===== src/rtl/fetch_pkg.sv =====
// Shared definitions for the femtoRV32 instruction-fetch stage:
// FSM state encoding and the NOP used to seed the IF/ID register.
package fetch_pkg;

    localparam logic [1:0] ST_IDLE = 2'd0;
    localparam logic [1:0] ST_REQ  = 2'd1;
    localparam logic [1:0] ST_HOLD = 2'd2;
    localparam logic [1:0] ST_DROP = 2'd3;

    typedef enum logic [1:0] {
        IDLE = ST_IDLE,
        REQ  = ST_REQ,
        HOLD = ST_HOLD,
        DROP = ST_DROP
    } fetch_state_t;

    localparam logic [31:0] NOP_INST = 32'h0000_0013;

endpackage


===== src/rtl/fetch_unit_mux.sv =====
// Generic N-bit 2:1 multiplexer: y = sel ? b : a.
module fetch_unit_mux #(
    parameter int N = 32
) (
    input  logic [N-1:0] a,
    input  logic [N-1:0] b,
    input  logic         sel,
    output logic [N-1:0] y
);

    assign y = sel ? b : a;

endmodule


===== src/rtl/fetch_unit.sv =====
// femtoRV32 instruction fetch: PC, req/ack imem handshake, IF/ID register.
// Optional FETCH_PERF_CNT_EN adds perf_fetched / perf_wait counters.
//
// state | meaning
// IDLE  | post-reset, no request yet
// REQ   | requesting instruction at pc
// HOLD  | ack arrived under stall, instruction parked in buffer
// DROP  | redirect overtook an unacked request; finishing it, data discarded
module fetch_unit
    import fetch_pkg::*;
#(
    parameter int          N        = 32,
    parameter logic [N-1:0] RESET_PC = '0
) (
    input  logic         clk,
    input  logic         rst,
    input  logic         stall,
    input  logic         redirect,
    input  logic [N-1:0] redirect_pc,
    output logic         imem_req,
    output logic [N-1:0] imem_addr,
    input  logic         imem_ack,
    input  logic [31:0]  imem_rdata,
    output logic         ifid_valid,
    output logic [N-1:0] ifid_pc,
    output logic [N-1:0] ifid_pc4,
    output logic [31:0]  ifid_inst
`ifdef FETCH_PERF_CNT_EN
    ,
    output logic [31:0]  perf_fetched,
    output logic [31:0]  perf_wait
`endif
);

    fetch_state_t state_q, state_d;
    logic [N-1:0] pc_q;
    logic [N-1:0] pc_plus4;
    logic [N-1:0] pc_next;
    logic [N-1:0] drop_addr_q;
    logic [31:0]  buf_q;

    logic         pc_en;
    logic         ifid_load;
    logic         buf_en;
    logic         drop_latch;
    logic [31:0]  load_inst;

    assign pc_plus4 = pc_q + N'(4);

    fetch_unit_mux #(.N(N)) u_pc_mux (
        .a   (pc_plus4),
        .b   (redirect_pc),
        .sel (redirect),
        .y   (pc_next)
    );

    always_ff @(posedge clk or posedge rst) begin
        if (rst) begin
            state_q <= IDLE;
        end else begin
            state_q <= state_d;
        end
    end

    always_comb begin
        state_d    = state_q;
        pc_en      = 1'b0;
        ifid_load  = 1'b0;
        buf_en     = 1'b0;
        drop_latch = 1'b0;
        load_inst  = imem_rdata;
        imem_req   = 1'b0;
        imem_addr  = pc_q;
        case (state_q)
            IDLE: begin
                state_d = REQ;
                pc_en   = redirect;
            end
            REQ: begin
                imem_req = 1'b1;
                if (redirect) begin
                    pc_en = 1'b1;
                    if (!imem_ack) begin
                        state_d    = DROP;
                        drop_latch = 1'b1;
                    end
                end else if (imem_ack) begin
                    if (stall) begin
                        buf_en  = 1'b1;
                        state_d = HOLD;
                    end else begin
                        ifid_load = 1'b1;
                        pc_en     = 1'b1;
                    end
                end
            end
            HOLD: begin
                if (redirect) begin
                    pc_en   = 1'b1;
                    state_d = REQ;
                end else if (!stall) begin
                    ifid_load = 1'b1;
                    load_inst = buf_q;
                    pc_en     = 1'b1;
                    state_d   = REQ;
                end
            end
            DROP: begin
                // keep presenting the abandoned address until memory answers
                imem_req  = 1'b1;
                imem_addr = drop_addr_q;
                pc_en     = redirect;
                if (imem_ack) begin
                    state_d = REQ;
                end
            end
            default: begin
                state_d = IDLE;
            end
        endcase
    end

    always_ff @(posedge clk or posedge rst) begin
        if (rst) begin
            pc_q        <= RESET_PC;
            drop_addr_q <= RESET_PC;
            buf_q       <= NOP_INST;
        end else begin
            if (pc_en) begin
                pc_q <= pc_next;
            end
            if (drop_latch) begin
                drop_addr_q <= pc_q;
            end
            if (buf_en) begin
                buf_q <= imem_rdata;
            end
        end
    end

    always_ff @(posedge clk or posedge rst) begin
        if (rst) begin
            ifid_valid <= 1'b0;
            ifid_pc    <= '0;
            ifid_pc4   <= '0;
            ifid_inst  <= NOP_INST;
        end else if (redirect) begin
            ifid_valid <= 1'b0;
        end else if (ifid_load) begin
            ifid_valid <= 1'b1;
            ifid_pc    <= pc_q;
            ifid_pc4   <= pc_plus4;
            ifid_inst  <= load_inst;
        end
    end

`ifdef FETCH_PERF_CNT_EN
    always_ff @(posedge clk or posedge rst) begin
        if (rst) begin
            perf_fetched <= '0;
            perf_wait    <= '0;
        end else begin
            if (ifid_load) begin
                perf_fetched <= perf_fetched + 32'd1;
            end
            if (imem_req && !imem_ack) begin
                perf_wait <= perf_wait + 32'd1;
            end
        end
    end
`endif

endmodule


===== config.mk =====
export PLATFORM = sky130hd
export DESIGN_NAME = fetch_unit
export DESIGN_NICKNAME = d
export VERILOG_FILES = /design/src/rtl/fetch_pkg.sv /design/src/rtl/fetch_unit_mux.sv /design/src/rtl/fetch_unit.sv
export SDC_FILE = /design/constraint.sdc
export NUM_CORES = 1
export LEC_CHECK = 0
export BUFFER_PORTS_ARGS = -buffer_cell sky130_fd_sc_hd__buf_2
export CAP_MARGIN = 15
export CORE_MARGIN = 10
export CORE_UTILIZATION = 50
export DETAILED_ROUTE_END_ITERATION = 16
export PLACE_DENSITY = 0.74
export SYNTH_ARGS = -nofsm -noshare
export SYNTH_HDL_FRONTEND = slang
export SYNTH_SLANG_ARGS = --single-unit
export TNS_END_PERCENT = 1

===== constraint.sdc =====
create_clock -name clk -period 8.3 [get_ports clk]
set_input_delay 1.245 -clock clk [delete_from_list [all_inputs] [get_ports clk]]
set_output_delay 1.245 -clock clk [all_outputs]
set_load 0.02 [all_outputs]

==> reports/metrics.cfg <==
[timing]
finalSetupViolCount = 0
hold_viol = 0
slew_headroom_pct = 24.8
fin_tns_setup_ps = 0
skew_ps = 14.0
period_minus_slack_ps = 3560
hold_ws_ps = 472
fmax_mhz = 281
period_share_pct = 42.9
worstMarginPinSlew_ps = 1130
slew_viol_final = 0
rsz0062_at_grt = no

[synthesis]
yosys.area_share.simple_pct = 16.2
yosysWarnings = 0
synth-edff-count = 0
synth_area_leaders = dfrtp_1 (51%), mux2_2 (12%), nand2_1 (7.6%)
synth_most_common_cell = dfrtp_1
synth_cell_types = 48
synth_top_family_by_area = simple AND/OR/NAND/NOR gates
postSynthAreaPerCell_um2 = 10.5
synth_seq_cells = 193
synth_nets = 943
ys_seq_area_share_pct = 53.1
synth-compound-area-share_pct = 8.13
syn_area_um2 = 9110
yosysTopAreaCellShare_pct = 51.4
synth_top_area_cell = dfrtp_1
synthXorXnorAreaFrac_pct = 2.02
synthMuxAreaShare_pct = 16.1
synthCells = 870
synthAdderAreaFrac_pct = 0.550
ys.flop_type = dfrtp_1
async_flop_share_pct = 100
synthTopCellsByCount = dfrtp_1 (187), nand2_1 (184), mux2_2 (100)

[floorplan]
core_area_um2 = 18000
initial_core_util_pct = 50.7
die_area_um2 = 24000
chipWidth_um = 155
num_rows = 49
fp.dieH_um = 155
ioPinCount = 199

[power]
cellLeakagePower_nw = 5.20
p_total_mw = 3.84
vdd_drop_max_v = 0.000231
power.density_nw_per_um2 = 359

[placement]
gp_congestion = 0.840
place_hpwl_mm = 16.6
portBuffers = 198
placed_cells = 1222

[detailed_routing]
ant_nets = 0
dr.pass1.iters = 5
drc_errors = 0
vias = 7098
vias_per_cell = 5.65
wl_per_cell_um = 19.1
totalWireLength_mm = 23.9
drt-initial-drc-count = 595

[worst_hold_path]
hold_class = flip-flop to flip-flop

[critical_path]
crit_slowest_cell = inv_1
critPathMaxFanout = 43
path_cells = buf_2, inv_1, nand3_1, or3_1, o311ai_0
cp-start-kind = input pin
endpoint_kind = flip-flop
critPathMaxStageDelay_ps = 790
crit_type = input pin to flip-flop
required_ps = 8610
path_delay_family = simple AND/OR/NAND/NOR gates
cp.arrival_ps = 3880
critPathBufInv = 2

[clock_tree]
cts_sinks = 193
holdBufCountCts = 0
clk_pin_slew_ps = 80
htreeDepth = 4
clockBufferDepth = 2
clk_latency_ps = 430
cts_repair_resize_count = 0
postCtsSetupBuffers = 0
cts_tree = done
numCtsBuffers = 17
clock-root-buffer = clkbuf_16

[flow_run]
maxCapViolCount = 0

[global_routing]
grt_max_degree = 120
grt-ovfl-total = 0
first_global_vias = 7198
grt_pass1_wl_mm = 39.0
antenna_found_initial = 2
grt_usage_pct = 19.9

[layout]
n_fill_cell = 1541
drive_gt1_share_pct = 34.6
nets = 1085
area_delta_synth_final_pct = 17.5
final-instance-count-excl-fill = 1256

[run_status]
outcome = complete, no violations

## cell usage in the layout (no fill, tap or decap), types with 12 or more instances in the layout
cell type,Yosys,final
mux2i_1,34,34
or3_1,12,12
buf_2,14,198
mux2_2,100,100
or4_1,18,18
dfrtp_1,187,187
a31oi_1,15,15
nand4_1,17,17
xnor2_1,12,12
nor2_1,24,23
o21ai_0,62,62
o311ai_0,12,12
clkbuf_16,0,17
nand3_1,22,22
nand2_1,184,184
## final timing paths
kind / start / to / slack, ps / cells after the start
min in group asynchronous: rst / ifid_inst[17]$_DFFE_PP0P_ / 990 / 2
hold reg to reg: ifid_pc[16]$_DFFE_PP0P_ / ifid_pc[16]$_DFFE_PP0P_ / 470 / 2
hold / removal: ifid_pc[16]$_DFFE_PP0P_ / ifid_pc[16]$_DFFE_PP0P_ / 470 / 2
setup reg to reg: state_q[0]$_DFFE_PP0P_ / ifid_pc4[19]$_DFFE_PP0P_ / 5490 / 7
max in group asynchronous: rst / ifid_pc4[6]$_DFFE_PP0P_ / 5830 / 3
setup / recovery: redirect / pc_q[29]$_DFFE_PP0P_ / 4740 / 5
## metrics by stage
| stage | utilization, % | setup slack [ps] | instance area, um^2 |
|---|---|---|---|
| 5_1_grt | 59.5 | 4540 | 10700 |
| 6_report | 59.5 | 4740 | 10700 |
| 3_3_place_gp | 56.3 | 4460 | 10100 |
| 3_5_place_dp | 56.3 | 4330 | 10100 |
| 4_1_cts | 59.5 | 4750 | 10700 |
| 2_1_floorplan | - | 1810 | 9110 |
## flip-flops by register name, indices dropped and copies added, names as in the netlist
| name | count |
|---|---|
| buf_q | 32 |
| drop_addr_q | 32 |
| ifid_inst | 32 |
| ifid_pc | 32 |
| ifid_pc4 | 30 |
| ifid_valid | 1 |
| pc_q | 32 |
| state_q | 2 |
## worst register-to-register path: cells and delay by family (launching register included)
kind,cells,cell delay [ps]
buffers and inverters,2,490
AND/OR/NAND/NOR,4,1540
adder cells (fa/ha/maj),1,310
flip-flops,1,400
## cell families (layout without fill, tap and decap cells)
logic type | after synthesis | count (layout)
AOI/OAI and AO/OA | 118 | 118
xor gates and xnor gates | 21 | 21
adders and majority gates | 4 | 4
buffers and inverters | 85 | 240
DFF | 193 | 193
muxes | 134 | 134
other | 0 | 2
and+or+nand+nor | 315 | 315
## per-layer routing
layer | vias to the layer above | part of all wire (%) | track usage, %
met5 | - | 0 | 0
met4 | 0 | 2.1 | 5.89
met3 | 36 | 7.8 | 6.01
met2 | 253 | 46 | 31.2
met1 | 3481 | 44 | 26.0
li1 | 3328 | - | -
## cell type report
class	count	area (um^2)	share of cell area, %
multi-input cells	592	3930	36.7
well taps	229	287	2.68
clock buffers	17	425	3.98
inverters	5	26.3	0.246
flip-flops and latches	193	4840	45.2
repair buffers	203	1030	9.62
clock inverters	15	160	1.50
diodes	2	5.00	0.0468
## report_power, final
group | switching (mW) | internal, mW | leakage [nW] | total, mW
combinational | 0.893 | 0.580 | 2.56 | 1.47
sequential | 0.225 | 1.33 | 2.35 | 1.55
clock | 0.406 | 0.405 | 0.284 | 0.811
Power figures use the tool's default switching activity.
